==> config.mk <==
export PLATFORM = sky130hd
export DESIGN_NAME = i2c_target_regs
export DESIGN_NICKNAME = d
export VERILOG_FILES = /design/src/rtl/i2c_target_regs_pkg.sv /design/src/rtl/i2c_target_regs_line_cond.sv /design/src/rtl/i2c_target_regs.sv
export SDC_FILE = /design/constraint.sdc
export NUM_CORES = 1
export LEC_CHECK = 0
export ABC_AREA = 0
export CORE_ASPECT_RATIO = 0.6
export CORE_MARGIN = 5
export CORE_UTILIZATION = 50
export CTS_BUF_LIST = sky130_fd_sc_hd__clkbuf_4 sky130_fd_sc_hd__clkbuf_8
export DETAILED_ROUTE_END_ITERATION = 6
export PLACE_DENSITY = 0.67
export SLEW_MARGIN = 10
export SYNTH_ARGS = -nofsm -noshare
export SYNTH_HDL_FRONTEND = slang
export SYNTH_HIERARCHICAL = 1
export SYNTH_SLANG_ARGS = --single-unit
==> constraint.sdc <==
create_clock -name i_mclk -period 2.44 [get_ports i_mclk]
set_clock_uncertainty 0.15 [all_clocks]
set_input_delay 0.488 -clock i_mclk [delete_from_list [all_inputs] [get_ports i_mclk]]
set_output_delay 0.488 -clock i_mclk [all_outputs]
set_load 0.01 [all_outputs]
==> src/rtl/i2c_target_regs_pkg.sv <==
// Shared types and constants for the I2C register-bank target.
package i2c_target_regs_pkg;

  typedef enum logic [3:0] {
    S_IDLE,
    S_ADDR,
    S_ADDR_ACK,
    S_PTR,
    S_PTR_ACK,
    S_WDATA,
    S_WDATA_ACK,
    S_RDATA,
    S_RDATA_ACK,
    S_IGNORE
  } i2c_state_e;

  localparam logic [7:0] WHOAMI_ADR = 8'h75;
  localparam int         BANK_DEPTH = 16;

  // Decoded bus events, each valid for one MCLK cycle.
  typedef struct packed {
    logic scl_rise;
    logic scl_fall;
    logic start;
    logic stop;
    logic sda;        // synchronized SDA level
  } line_ev_t;

endpackage

==> src/rtl/i2c_target_regs_line_cond.sv <==
// SCL/SDA pad conditioning: 2-flop synchronizers, one history flop, edge and
// START/STOP decode. Bit [1] of each flop pair is SCL, bit [0] is SDA.
module i2c_line_cond
  import i2c_target_regs_pkg::*;
(
  input  logic     i_clk,
  input  logic     i_rst,
  input  logic     i_scl,
  input  logic     i_sda,
  output line_ev_t o_ev
);

  logic [1:0] r_s1, r_s2, r_h;

  // Synchronize both lines; reset to the idle-high bus so no event fires at reset.
  always_ff @(posedge i_clk) begin
    if (i_rst) begin
      r_s1 <= 2'b11;
      r_s2 <= 2'b11;
      r_h  <= 2'b11;
    end else begin
      r_s1 <= {i_scl, i_sda};
      r_s2 <= r_s1;
      r_h  <= r_s2;
    end
  end

  // Compare current synchronized level with history to find edges.
  always_comb begin
    o_ev.scl_rise = r_s2[1] & ~r_h[1];
    o_ev.scl_fall = ~r_s2[1] & r_h[1];
    o_ev.start    = r_s2[1] & r_h[1] & r_h[0] & ~r_s2[0];
    o_ev.stop     = r_s2[1] & r_h[1] & ~r_h[0] & r_s2[0];
    o_ev.sda      = r_s2[0];
  end

endmodule

==> src/rtl/i2c_target_regs.sv <==
// I2C target with a 16-byte register bank and auto-incrementing pointer.
// SDA updates only on the cycle after a detected SCL fall; SCL is never driven.
module i2c_target_regs
  import i2c_target_regs_pkg::*;
#(
  parameter logic [7:0] DEVICE = 8'h68,
  parameter logic [7:0] WHOAMI = 8'h68
) (
  input  logic       i_mclk,
  input  logic       i_reset,
  input  logic       i_scl_in,
  input  logic       i_sda_in,
  output logic       o_sda_out,
  input  logic       i_host_we,
  input  logic [3:0] i_host_adr,
  input  logic [7:0] i_host_din,
  output logic       o_wr_strobe,
  output logic [3:0] o_wr_adr,
  output logic [7:0] o_wr_data,
  output logic       o_busy
);

  line_ev_t   w_ev;
  i2c_state_e r_state, w_state_nxt;
  logic [3:0] r_bitcnt, w_bitcnt_nxt;
  logic [7:0] r_shift, w_shift_nxt;
  logic [7:0] r_ptr, w_ptr_nxt;
  logic       r_sda, w_sda_nxt;
  logic       r_mack, w_mack_nxt;
  logic       r_busy, w_busy_nxt;
  logic       w_bus_we;
  logic [7:0] w_rd_byte;
  logic       r_wr_strobe;
  logic [3:0] r_wr_adr;
  logic [7:0] r_wr_data;
  logic [BANK_DEPTH-1:0][7:0] r_bank;

  i2c_line_cond u_cond (
    .i_clk (i_mclk),
    .i_rst (i_reset),
    .i_scl (i_scl_in),
    .i_sda (i_sda_in),
    .o_ev  (w_ev)
  );

  // Byte presented for a read at the current pointer.
  always_comb begin
    w_rd_byte = 8'h00;
    if (r_ptr < 8'(BANK_DEPTH))   w_rd_byte = r_bank[r_ptr[3:0]];
    else if (r_ptr == WHOAMI_ADR) w_rd_byte = WHOAMI;
  end

  // FSM state register.
  always_ff @(posedge i_mclk) begin
    if (i_reset) r_state <= S_IDLE;
    else         r_state <= w_state_nxt;
  end

  // Next-state and datapath updates; START/STOP override everything.
  always_comb begin
    w_state_nxt  = r_state;
    w_bitcnt_nxt = r_bitcnt;
    w_shift_nxt  = r_shift;
    w_ptr_nxt    = r_ptr;
    w_sda_nxt    = r_sda;
    w_mack_nxt   = r_mack;
    w_busy_nxt   = r_busy;
    w_bus_we     = 1'b0;
    if (w_ev.start) begin
      w_state_nxt  = S_ADDR;
      w_bitcnt_nxt = 4'd0;
      w_sda_nxt    = 1'b1;
      w_busy_nxt   = 1'b1;
    end else if (w_ev.stop) begin
      w_state_nxt = S_IDLE;
      w_sda_nxt   = 1'b1;
      w_busy_nxt  = 1'b0;
    end else begin
      case (r_state)
        S_ADDR, S_PTR, S_WDATA: begin
          if (w_ev.scl_rise) begin
            w_shift_nxt  = {r_shift[6:0], w_ev.sda};
            w_bitcnt_nxt = r_bitcnt + 4'd1;
          end else if (w_ev.scl_fall && r_bitcnt == 4'd8) begin
            w_bitcnt_nxt = 4'd0;
            if (r_state == S_ADDR) begin
              if (r_shift[7:1] == DEVICE[6:0]) begin
                w_state_nxt = S_ADDR_ACK;
                w_sda_nxt   = 1'b0;
              end else begin
                w_state_nxt = S_IGNORE;
              end
            end else if (r_state == S_PTR) begin
              w_ptr_nxt   = r_shift;
              w_sda_nxt   = 1'b0;
              w_state_nxt = S_PTR_ACK;
            end else begin
              w_sda_nxt   = 1'b0;
              w_state_nxt = S_WDATA_ACK;
            end
          end
        end
        S_ADDR_ACK: begin
          if (w_ev.scl_fall) begin
            w_bitcnt_nxt = 4'd0;
            if (r_shift[0]) begin
              w_state_nxt = S_RDATA;
              w_shift_nxt = w_rd_byte;
              w_sda_nxt   = w_rd_byte[7];
            end else begin
              w_state_nxt = S_PTR;
              w_sda_nxt   = 1'b1;
            end
          end
        end
        S_PTR_ACK: begin
          if (w_ev.scl_fall) begin
            w_sda_nxt   = 1'b1;
            w_state_nxt = S_WDATA;
          end
        end
        S_WDATA_ACK: begin
          if (w_ev.scl_fall) begin
            w_sda_nxt   = 1'b1;
            w_bus_we    = (r_ptr < 8'(BANK_DEPTH));
            w_ptr_nxt   = r_ptr + 8'd1;
            w_state_nxt = S_WDATA;
          end
        end
        S_RDATA: begin
          if (w_ev.scl_rise) begin
            w_bitcnt_nxt = r_bitcnt + 4'd1;
          end else if (w_ev.scl_fall) begin
            if (r_bitcnt == 4'd8) begin
              w_sda_nxt    = 1'b1;
              w_ptr_nxt    = r_ptr + 8'd1;
              w_bitcnt_nxt = 4'd0;
              w_state_nxt  = S_RDATA_ACK;
            end else begin
              w_shift_nxt = {r_shift[6:0], 1'b0};
              w_sda_nxt   = r_shift[6];
            end
          end
        end
        S_RDATA_ACK: begin
          if (w_ev.scl_rise) begin
            w_mack_nxt = ~w_ev.sda;
          end else if (w_ev.scl_fall) begin
            if (r_mack) begin
              w_state_nxt = S_RDATA;
              w_shift_nxt = w_rd_byte;
              w_sda_nxt   = w_rd_byte[7];
            end else begin
              w_state_nxt = S_IGNORE;
            end
          end
        end
        default: ;
      endcase
    end
  end

  // Datapath registers and the bus-write report.
  always_ff @(posedge i_mclk) begin
    if (i_reset) begin
      r_bitcnt    <= 4'd0;
      r_shift     <= 8'h00;
      r_ptr       <= 8'h00;
      r_sda       <= 1'b1;
      r_mack      <= 1'b0;
      r_busy      <= 1'b0;
      r_wr_strobe <= 1'b0;
      r_wr_adr    <= 4'd0;
      r_wr_data   <= 8'h00;
    end else begin
      r_bitcnt    <= w_bitcnt_nxt;
      r_shift     <= w_shift_nxt;
      r_ptr       <= w_ptr_nxt;
      r_sda       <= w_sda_nxt;
      r_mack      <= w_mack_nxt;
      r_busy      <= w_busy_nxt;
      r_wr_strobe <= w_bus_we;
      if (w_bus_we) begin
        r_wr_adr  <= r_ptr[3:0];
        r_wr_data <= r_shift;
      end
    end
  end

  // Register bank; the bus write is applied last so it wins on a same-index collision.
  always_ff @(posedge i_mclk) begin
    if (i_reset) begin
      r_bank <= '0;
    end else begin
      if (i_host_we) r_bank[i_host_adr] <= i_host_din;
      if (w_bus_we)  r_bank[r_ptr[3:0]] <= r_shift;
    end
  end

  assign o_sda_out   = r_sda;
  assign o_busy      = r_busy;
  assign o_wr_strobe = r_wr_strobe;
  assign o_wr_adr    = r_wr_adr;
  assign o_wr_data   = r_wr_data;

endmodule

==> results.md <==
* Status: complete, no violations
* Critical path's largest stage delay at 660 ps
* Pwr Total at between 7000 and 8000 uW
* Fill cells at 1669
* CP Capture Type: register
* DIE AREA at roughly 0.023 mm^2
* Worst-margin pin slew at 767.5 ps
* Post-route clock period utilization at a little over nine tenths
* Setup Crit Path Kind: register to register
* Root buffer cell: clkbuf_8
* Drt first-iter violations at 814
* CTS buffer count at 17
* Most frequent cells in the layout: dfxtp_1, nor2_1, mux2i_1
* Slew margin rel. at about half
* Startpoint Class: register
* Synthesized area per cell at 9.864 um^2
* Sequential area share after synthesis at between 30 and 40%
* Max-cap violations at 0
* Hold worst-path end: u_cond/r_s2[0]$_SDFF_PP1_
* Setup tns final at 0 ps
* # port buffers at 31
* Min-delay src: u_cond/r_s1[0]$_SDFF_PP1_
* Net Count, Synth at 1018
* Worst-path cell chain: and3b_1 > buf_4 > and3_1 > buf_12 > nand3_1 > a22oi_1
* Worst R2R End: r_bank[46]$_SDFF_PP0_
* Asr flop ratio synth at 0%
* Commonest non-fill, non-tap cell in the layout: dfxtp_1
* First-pass GRT wire length at around 44000 um
* H-tree Lvls at 4
* Synth Instances at 995
* Non-filler cells, final at 1315
* Max VDD drop at 0.4054 mV
* Placed Instances at 1282
* Setup violations, final at 0
* CP arrival at between 2000 and 3000 ps
* DP HPWL at 19750 um
* Hold crit path type: register to register
* Largest net degree at the start of global routing at 76
* Worst R2R Start: r_state[2]$_SDFFE_PP0P_
* Clock tree buffer depth at 2
* Final global-route overflow total at 0
* Hold WS at 298.5 ps
* DR vias at 8155
* Share of cells above drive strength 1 at roughly 22%
* Dpl cell area at 0.01066 mm^2
* Via/cell ratio at 6.202
* Die W at 190.9 um
* FF-to-FF path depth at 6
* Pleak at 0.004163 uW
* Final WL at ~28000 um
* RePlAce Congestion at 0.9104
* Num Clock Sinks at 174
* Power Density at 671.9 mW/mm^2
* CP max FO at 11
* Design Area, Final at 0.01110 mm^2
* Yosys cell types at 67
* Antenna-violating nets left at 0
* Slowest stage cell on the critical path: dfxtp_1
* F_max at between 400 and 500 MHz
* GRT Total Usage at 24.96%
* Antenna violations before repair at 0
* Final Hold Viols at 0
* Crit path required time at 2680 ps
* RSZ-0062 raised after global routing: no
* ANT cells at 0
* EDFF count, synth at 0
* Clock Latency Late Sink at 480 ps
* Area grow syn2layout at 13.05%
* Starting Density at 51.18%
* Number of storage elements in the synthesis netlist at 174
* Crit path time final at 2347 ps
* Slew Limit Fails at 0
* IO Count at 32
* Mean routed wirelength per cell at 21.65 um
* Vias in the first global route at ~7.3k
* Top_reg_cell synth: dfxtp_1
* Pre-Repair DR Iteration Count at 6
* Hold Path Stages at 1
* Die Span Y at approximately 120 um
* Core Area at about 0.019 mm^2
* Synth Cell Area at 0.009814 mm^2
* Yosys warnings at 6
* Reg clk slew, reported paths at roughly 90 ps
* Row count at 39
* Setup slack, reg-to-reg at just over 90 ps
* NumNets Final at 1059
* CTS tree: built
* Drt drc at 0
## routing by layer
layer  GRT usage, %  wire length, um  vias to the layer above
met4          5.785              329                        0
met3          5.628             2730                       33
li1               -                -                     3764
met1          40.78            14120                     3975
met5              0                0                        -
met2          32.64            11280                      383
## sequential cells by signal (all words and copies together), names as in the netlist
signal	count
o_busy	1
o_sda_out	1
o_wr_adr	4
o_wr_data	8
o_wr_strobe	1
r_bank	128
r_bitcnt	4
r_mack	1
r_ptr	8
r_shift	8
r_state	4
u_cond/r_h	2
u_cond/r_s1	2
u_cond/r_s2	2
## stage by stage
step / setup slack [ps] / util [%]
2_1_floorplan: 354.1 / -
3_3_place_gp: 65.02 / 55.61
3_5_place_dp: 11.79 / 55.61
4_1_cts: 70.84 / 57.70
5_1_grt: 22.43 / 57.86
6_report: 93.25 / 57.86
## power breakdown
part	total (uW)	internal (uW)	switching [uW]
sequential	3180	2980	193
combinational	2190	830	1360
clock	2090	1010	1080
## cell families after synthesis
| family | Yosys count | share of synthesized area (%) |
|---|---|---|
| mux | 162 | 20.60 |
| simple gates | 301 | 16.55 |
| fa+ha+maj | 6 | 0.7649 |
| compound gates | 248 | 20.97 |
| flops | 174 | 35.49 |
| xor+xnor | 4 | 0.3569 |
| buf+inv | 100 | 5.265 |
## what timing repair did
action,CTS,global route
setup endpoints to repair,5,20
pin swaps,0,2
setup buffers,0,1
hold buffers,0,0
resized for setup,1,7
## critical path: cells and delay by family, from the launching register on
family          cells  cell delay, ps
compound gates      1             300
simple gates        3             810
buf+inv             2             340
flops               1             660
## synth_stat cells, drive strengths merged, types with 2 or more instances
| master | instances | area, um^2 |
|---|---|---|
| a211o | 2 | 17.52 |
| a211oi | 119 | 1149 |
| a21bo | 2 | 20.02 |
| a21o | 7 | 52.55 |
| a21oi | 40 | 204.0 |
| a22oi | 33 | 247.7 |
| a311oi | 7 | 86.34 |
| a31oi | 2 | 12.51 |
| and2 | 5 | 31.28 |
| and3 | 5 | 36.28 |
| and3b | 4 | 35.03 |
| and4b | 3 | 30.03 |
| buf | 52 | 336.6 |
| clkbuf | 40 | 150.1 |
| dfxtp | 174 | 3483 |
| ha | 6 | 75.07 |
| inv | 8 | 30.03 |
| mux2i | 130 | 1301 |
| mux4 | 32 | 720.7 |
| nand2 | 31 | 118.9 |
| nand2b | 12 | 75.07 |
| nand3 | 26 | 285.3 |
| nand3b | 5 | 37.54 |
| nand4 | 3 | 18.77 |
| nand4b | 3 | 26.28 |
| nor2 | 160 | 603.1 |
| nor2b | 14 | 87.58 |
| nor3 | 4 | 20.02 |
| nor3b | 5 | 37.54 |
| nor4 | 2 | 18.77 |
| nor4b | 3 | 47.54 |
| nor4bb | 2 | 20.02 |
| o211ai | 3 | 22.52 |
| o21ai | 12 | 60.05 |
| o21bai | 9 | 67.56 |
| o22ai | 3 | 18.77 |
| or2 | 8 | 50.05 |
| or3 | 3 | 18.77 |
| or3b | 2 | 17.52 |
| xnor2 | 4 | 35.03 |
## area by class of cell
cell class / count / area, um^2 / share of cell area (%)
clock buffer: 22 / 290.3 / 2.616
clock inverter: 10 / 110.1 / 0.9923
inverter: 8 / 30.03 / 0.2706
multi-input combinational: 721 / 5833 / 52.57
sequential: 174 / 3490 / 31.45
tap: 266 / 332.8 / 3.000
timing repair buffer: 114 / 1010 / 9.100
## how the worst max path moves through the flow
stage	startpoint	end	slack, ps	cells past startpoint
2_1_floorplan	r_ptr[1]$_SDFFE_PP0P_	r_shift[3]$_SDFFE_PP0P_	350	8
3_3_place_gp	u_cond/r_s2[0]$_SDFF_PP1_	r_shift[1]$_SDFFE_PP0P_	70	7
4_1_cts	r_ptr[1]$_SDFFE_PP0P_	r_shift[1]$_SDFFE_PP0P_	70	6
5_1_grt	u_cond/r_s2[0]$_SDFF_PP1_	r_shift[1]$_SDFFE_PP0P_	20	7
3_5_place_dp	u_cond/r_s2[0]$_SDFF_PP1_	r_shift[1]$_SDFFE_PP0P_	10	7
6_report	r_state[2]$_SDFFE_PP0P_	r_bank[46]$_SDFF_PP0_	90	6
Power figures use the tool's default switching activity.
